### src/rtl/uart_baud_ctrl_if.sv
// Configuration handshake between a baud-rate requester and uart_baud_ctrl.
// The master proposes a terminal count; the controller reports readiness and clamping.
interface uart_baud_ctrl_if;
    localparam int unsigned PERIOD_W = 32;

    logic                cfg_valid;
    logic [PERIOD_W-1:0] cfg_period;
    logic                cfg_ready;
    logic                cfg_clamped;

    modport master (
        output cfg_valid,
        output cfg_period,
        input  cfg_ready,
        input  cfg_clamped
    );

    modport slave (
        input  cfg_valid,
        input  cfg_period,
        output cfg_ready,
        output cfg_clamped
    );
endinterface

### src/rtl/uart_baud_ctrl.sv
// UART baud divider with glitch-free period switching: a new terminal count is
// held pending and only takes effect on an idle terminal cycle or while parked.
module uart_baud_ctrl #(
    parameter logic [31:0] DEFAULT_PERIOD = 32'd103,
    parameter logic [31:0] MIN_PERIOD     = 32'd1
) (
    input  logic                   hwclk,
    input  logic                   reset,
    input  logic                   en,
    input  logic                   busy,
    uart_baud_ctrl_if.slave        cfg,
    output logic                   tick,
    output logic                   clk_out,
    output logic [31:0]            cur_period,
    output logic                   switch_done
);
    localparam int unsigned PERIOD_W = 32;

    typedef enum logic {
        ST_RUN  = 1'b0,
        ST_PEND = 1'b1
    } state_t;

    state_t              state;
    state_t              state_d;
    logic [PERIOD_W-1:0] cnt;
    logic [PERIOD_W-1:0] cnt_d;
    logic [PERIOD_W-1:0] pend_period;
    logic [PERIOD_W-1:0] pend_period_d;
    logic [PERIOD_W-1:0] cur_period_d;
    logic                tick_d;
    logic                clk_out_d;
    logic                switch_done_d;
    logic                clamped_d;
    logic                ready_d;
    logic                terminal;
    logic                too_small;

    assign terminal  = (cnt == cur_period);
    assign too_small = (cfg.cfg_period < MIN_PERIOD);

    // Divider datapath plus RUN/PEND request handling.
    always_comb begin
        state_d       = state;
        cnt_d         = cnt;
        pend_period_d = pend_period;
        cur_period_d  = cur_period;
        tick_d        = 1'b0;
        clk_out_d     = clk_out;
        switch_done_d = 1'b0;
        clamped_d     = 1'b0;

        if (!en) begin
            cnt_d     = '0;
            clk_out_d = 1'b0;
        end else if (terminal) begin
            cnt_d     = '0;
            clk_out_d = ~clk_out;
            tick_d    = 1'b1;
        end else begin
            cnt_d = cnt + PERIOD_W'(1);
        end

        if (state == ST_RUN) begin
            if (cfg.cfg_valid) begin
                pend_period_d = too_small ? MIN_PERIOD : cfg.cfg_period;
                clamped_d     = too_small;
                state_d       = ST_PEND;
            end
        end else begin
            // Parked divider switches at once; a running one waits for an idle terminal.
            if (!en) begin
                cur_period_d  = pend_period;
                switch_done_d = 1'b1;
                state_d       = ST_RUN;
            end else if (terminal && !busy) begin
                cur_period_d  = pend_period;
                clk_out_d     = 1'b0;
                switch_done_d = 1'b1;
                state_d       = ST_RUN;
            end
        end

        ready_d = (state_d == ST_RUN);
    end

    always_ff @(posedge hwclk) begin
        if (reset) begin
            state           <= ST_RUN;
            cnt             <= '0;
            pend_period     <= '0;
            cur_period      <= DEFAULT_PERIOD;
            tick            <= 1'b0;
            clk_out         <= 1'b0;
            switch_done     <= 1'b0;
            cfg.cfg_clamped <= 1'b0;
            cfg.cfg_ready   <= 1'b1;
        end else begin
            state           <= state_d;
            cnt             <= cnt_d;
            pend_period     <= pend_period_d;
            cur_period      <= cur_period_d;
            tick            <= tick_d;
            clk_out         <= clk_out_d;
            switch_done     <= switch_done_d;
            cfg.cfg_clamped <= clamped_d;
            cfg.cfg_ready   <= ready_d;
        end
    end
endmodule

### src/flat_wrapper.sv
// flat-port wrapper written by rule: the top's interface ports become plain ports
module uart_baud_ctrl_flat 
#(
    parameter logic [31:0] DEFAULT_PERIOD = 32'd103,
    parameter logic [31:0] MIN_PERIOD     = 32'd1
)
  (hwclk, reset, en, busy, tick, clk_out, cur_period, switch_done, cfg_cfg_valid, cfg_cfg_period, cfg_cfg_ready, cfg_cfg_clamped);
  uart_baud_ctrl_if cfg_i ();
  input  logic hwclk;
  input  logic reset;
  input  logic en;
  input  logic busy;
  output logic tick;
  output logic clk_out;
  output logic [31:0] cur_period;
  output logic switch_done;
  input wire logic [$bits(cfg_i.cfg_valid)-1:0] cfg_cfg_valid;
  input wire logic [$bits(cfg_i.cfg_period)-1:0] cfg_cfg_period;
  output wire logic [$bits(cfg_i.cfg_ready)-1:0] cfg_cfg_ready;
  output wire logic [$bits(cfg_i.cfg_clamped)-1:0] cfg_cfg_clamped;
  assign cfg_i.cfg_valid = cfg_cfg_valid;
  assign cfg_i.cfg_period = cfg_cfg_period;
  assign cfg_cfg_ready = cfg_i.cfg_ready;
  assign cfg_cfg_clamped = cfg_i.cfg_clamped;
  uart_baud_ctrl #(.DEFAULT_PERIOD(DEFAULT_PERIOD), .MIN_PERIOD(MIN_PERIOD)) u_core (.hwclk(hwclk), .reset(reset), .en(en), .busy(busy), .cfg(cfg_i), .tick(tick), .clk_out(clk_out), .cur_period(cur_period), .switch_done(switch_done));
endmodule
### config.mk
export PLATFORM = sky130hd
export DESIGN_NAME = uart_baud_ctrl_flat
export DESIGN_NICKNAME = d
export VERILOG_FILES = /design/src/rtl/uart_baud_ctrl_if.sv /design/src/rtl/uart_baud_ctrl.sv /design/src/flat_wrapper.sv
export SDC_FILE = /design/constraint.sdc
export NUM_CORES = 1
export LEC_CHECK = 0
export BUFFER_PORTS_ARGS = -buffer_cell sky130_fd_sc_hd__buf_2
export CAP_MARGIN = 30
export CORE_MARGIN = 2
export CORE_UTILIZATION = 52
export CTS_CLUSTER_SIZE = 40
export DETAILED_ROUTE_END_ITERATION = 16
export PLACE_DENSITY = 0.77
export REMOVE_ABC_BUFFERS = 1
export SYNTH_ARGS = -nofsm -noshare
export SYNTH_HDL_FRONTEND = slang
export SYNTH_SLANG_ARGS = --single-unit
### constraint.sdc
create_clock -name hwclk -period 1.7 [get_ports hwclk]
set_input_delay 0.085 -clock hwclk [delete_from_list [all_inputs] [get_ports hwclk]]
set_output_delay 0.085 -clock hwclk [all_outputs]
set_load 0.005 [all_outputs]
==> impl.org <==
** Setup path
- Worst EP required :: 2000 ps
- STA classifies the critical path endpoint as a flip-flop.
- Worst setup path category :: reg2reg
- Number of cell instances on the worst register-to-register path :: 7
- STA classifies the critical path startpoint as a flip-flop.
- Crit path arrival time :: 2240 ps
- The startpoint identified for the worst register-to-register timing path is u_core.cnt[22].
- The worst register-to-register path ends at u_core.clk_out.
- Along the worst path, the maximum fanout reaches 8.
- The worst register-to-register path has a setup slack of -240 ps.

** Timing
- Clock Skew :: 14.7 ps
- Endpoints failing hold :: 0
- For the pin with the worst max-slew slack, the measured transition is 482 ps.
- Max-slew violations :: 0
- Setup TNS after final layout :: -8460 ps
- Setup violators final :: 68
- Post-route minimum period :: 1940 ps
- Derived from the worst setup path, the maximum achievable clock frequency is 515 MHz.
- After layout, the worst setup slack is -241 ps.
- Tcrit/Tclk final :: 1.14
- Setup repair after global routing could not meet its margin everywhere.
- Measured against its own limit, the worst slew margin works out to 0.678.

** Global routing
- The initial antenna violation count came to 0.
- For this run, the total global-route usage over all layers was measured as 0.299.
- Entering global routing, the biggest net connects 88 pins.
- Global-route wire length before repair :: 24.6 mm
- The via count of the first global-routing pass was 4980.
- Residual overflow from global routing :: 0

** Yosys
- The synthesized-area fraction occupied by ao, oa, aoi and oai cells is 0.135.
- Top flip-flop cell by instance count after synthesis :: sky130_fd_sc_hd__dfxtp_1
- Yosys attributes the largest share of cell area to sky130_fd_sc_hd__dfxtp_1 (41%), sky130_fd_sc_hd__xor2_1 (9.9%), sky130_fd_sc_hd__and3_1 (7.6%).
- For this run, the number of Yosys warnings is 0.
- Of the total synthesized cell area, the portion taken by full adders, half adders and majority gates is 0.00249.
- Synthesis produced 611 cells.
- Of the total synthesized cell area, the portion taken by XOR and XNOR cells is 0.106.
- Proportion of synthesized area in mux cells :: 0
- Average size of a mapped cell :: 8.21 µm²
- Counting flops and latches in the post-synthesis netlist gives 102.
- Of the total synthesized cell area, the portion taken by AND, OR, NAND and NOR gates is 0.300.
- Largest family of logic cells by synthesized area :: simple AND/OR/NAND/NOR gates
- Syn Std Cell Area :: 5020 µm²
- Most area-hungry cell type in the Yosys netlist :: sky130_fd_sc_hd__dfxtp_1
- The share of synthesized area in the top cell type comes to 0.407.
- After synthesis, the netlist uses 37 different library cells.
- Share of flip-flops with an asynchronous set or reset :: 0
- Counting flops with a built-in enable in the synthesized netlist gives 0.
- Share of synthesized area occupied by flip-flops and latches :: 0.407

** Drt
- The first detailed-routing pass took 6 iterations.
- Summed over all layers, the routed wires come to 15.6 mm.
- Vias per cell :: 5.90
- Total vias in the final route :: 5271
- Average wire per cell in the routed design :: 17.5 µm
- Remaining antenna violation count :: 0
- After the first detailed-routing iteration, the DRC count stood at 684.
- For this run, design rule violations remaining after detail routing come to 0.

** Clock tree
- The clock reaches the later pin of the worst-skew pair after 360 ps.
- Number of clock sinks :: 102
- Max H-tree Level :: 3
- TritonCTS built the clock tree.
- Clock tree root driver cell :: sky130_fd_sc_hd__clkbuf_8
- No sink is reached through more buffers than the 2 on the longest clock path.
- In this run, CTS created clock tree buffers numbering 9.
- Clock-pin slew was measured on the worst setup and hold paths at 110 ps.

** Final layout
- Layout cells sized above 1 :: 0.268
- Compared with the post-synthesis result, the final layout area differs by 32.2%.
- Fill cells in the final layout number 747.
- Final instance area :: 6630 µm²
- At the end of the flow, the number of nets in the layout was 799.
- Antenna Diode Count :: 0

** Pwr
- The analysis attributes to net switching a power of 1.37 mW.
- Of the total power, the share spent switching nets is 0.286.
- Cell leakage power :: 3.10 nW
- Cell internal power was estimated by the tool at 3.43 mW.
- IR Drop Worst-Case VDD :: 0.000510 V
- The share of total power dissipated in combinational logic is 0.164.
- Clock network fraction of total power :: 0.299
- For this design the ratio of total power to cell area is 724 nW/µm².
- Flop pwr share :: 0.537

** Status
- Result of the run :: complete, but fails checks
- The final reports fail on setup timing.

** Place
- Once placement finished, the instance area stood at 5990 µm².
- The HPWL after detailed placement is 10.4 mm.
- Port bufs :: 73
- At the end of routability-driven placement, the weighted congestion stood at 0.900.

** Die
- Cell row count :: 35
- Die boundary height :: 102 µm
- Total Die Area :: 10500 µm²
- Chip Width :: 102 µm
- Number of ports placed on the die boundary :: 74
- Placeable core region :: 9280 µm²
- Starting density of the core :: 0.541

** Worst hold path
- Hold-critical path endpoint :: u_core.state
- Beginning of the worst hold path :: en
- Hold Path Cell Cnt :: 3
- The tightest min-delay check is of the in2reg type.

** Run
- Number of maximum-capacitance constraint violations :: 0
## worst max-delay path, stage by stage (launching register included)
cell and delay, ps:
sky130_fd_sc_hd__dfxtp_2 350, sky130_fd_sc_hd__xor2_2 190, sky130_fd_sc_hd__nor4_2 280, sky130_fd_sc_hd__buf_4 150, sky130_fd_sc_hd__nand4_1 110, sky130_fd_sc_hd__buf_6 170
sky130_fd_sc_hd__or4_4 480, sky130_fd_sc_hd__a21oi_2 150
## cells in the mapped netlist, types with 13 or more instances
master	instances
sky130_fd_sc_hd__and3_1	61
sky130_fd_sc_hd__nand3_1	65
sky130_fd_sc_hd__buf_2	13
sky130_fd_sc_hd__nand4_1	14
sky130_fd_sc_hd__o21ai_0	30
sky130_fd_sc_hd__a32oi_1	27
sky130_fd_sc_hd__clkbuf_1	37
sky130_fd_sc_hd__a21oi_1	34
sky130_fd_sc_hd__nand2_1	70
sky130_fd_sc_hd__dfxtp_1	102
sky130_fd_sc_hd__xor2_1	57
sky130_fd_sc_hd__nor2_1	33
## metrics by stage
stage / setup WS (ps) / power, mW / std cells / util / hold WS, ps
2_1_floorplan: -665 / 2.92 / 559 / - / 154
3_3_place_gp: -302 / 3.28 / 845 / 0.646 / 337
3_5_place_dp: -317 / 3.30 / 845 / 0.646 / 344
4_1_cts: -168 / 4.76 / 893 / 0.706 / 17.2
5_1_grt: -314 / 4.95 / 894 / 0.714 / 47.5
6_report: -241 / 4.80 / 894 / 0.714 / 26.9
## cell type report
| class | instances | area (µm²) | area share |
|---|---|---|---|
| repair buffers | 191 | 1410 | 0.212 |
| clock inverters | 5 | 35.0 | 0.00528 |
| multi-input cells | 450 | 2820 | 0.425 |
| inverters | 7 | 26.3 | 0.00396 |
| flip-flops and latches | 102 | 2050 | 0.309 |
| clock buffers | 10 | 138 | 0.0208 |
| well taps | 129 | 161 | 0.0243 |
## metal layers
layer	wire (µm)	vias up	track usage
li1	-	2489	-
met1	6480	2448	0.414
met2	7550	304	0.491
met3	1280	30	0.0349
met4	301	0	0.0892
met5	0	-	0
## what timing repair did
action	in CTS	in global routing
hold buffers	31	0
pin swaps	10	3
setup endpoints to repair	69	69
hold endpoints to repair	31	0
setup buffers	2	1
gates resized for setup	32	24
## logic make-up (layout without fill, tap and decap cells)
family,after synthesis,after routing
AO/OA/AOI/OAI,106,106
XOR/XNOR,60,60
adder cells (fa/ha/maj),1,1
buffers and inverters,59,213
flip-flops,102,102
AND/OR/NAND/NOR,283,283
## power by group through the flow
| stage | Sequential, mW | Combinational [mW] | Clock (mW) |
|---|---|---|---|
| floorplan | 2.62 | 0.305 | 0 |
| global placement | 2.62 | 0.658 | 0 |
| detailed placement | 2.63 | 0.672 | 0 |
| CTS | 2.58 | 0.753 | 1.43 |
| global route | 2.59 | 0.854 | 1.51 |
| finish | 2.58 | 0.787 | 1.43 |
## cell usage in the layout, fill, tap and decap left out, drive strengths merged, types with 5 or more instances in the layout
master | synthesis | layout
and4 | 10 | 10
clkbuf | 37 | 10
dlygate4sd3 | 0 | 31
o21ai | 30 | 30
and3 | 61 | 61
nand2 | 70 | 70
nand4 | 15 | 15
inv | 7 | 7
nor2 | 33 | 33
xor2 | 58 | 58
buf | 15 | 160
a32oi | 27 | 27
a21oi | 34 | 34
dfxtp | 102 | 102
nand3 | 65 | 65
o311ai | 5 | 5
o211ai | 5 | 5
nor4 | 17 | 17
## how the worst max path moves through the flow
| stage | slack, ps | start | depth (start not counted) | end |
|---|---|---|---|---|
| after floorplan | -660 | u_core.cnt[0] | 5 | u_core.cnt[10] |
| after CTS | -170 | u_core.cur_period[19] | 7 | u_core.clk_out |
| after global routing | -310 | u_core.cur_period[1] | 6 | u_core.clk_out |
| final | -240 | u_core.cnt[22] | 7 | u_core.clk_out |
| after detailed placement | -320 | u_core.cur_period[9] | 6 | u_core.clk_out |
| after global placement | -300 | u_core.cur_period[9] | 6 | u_core.clk_out |
## sequential cells by signal, summed over array words and instances, names as in the netlist
register and flops:
u_core.switch_done 1, u_core.cfg.cfg_ready 1, u_core.clk_out 1, u_core.cnt 32, u_core.pend_period 32, u_core.state 1, u_core.cur_period 32, u_core.cfg.cfg_clamped 1
u_core.tick 1
No activity file was read; power rests on OpenSTA's default activity.
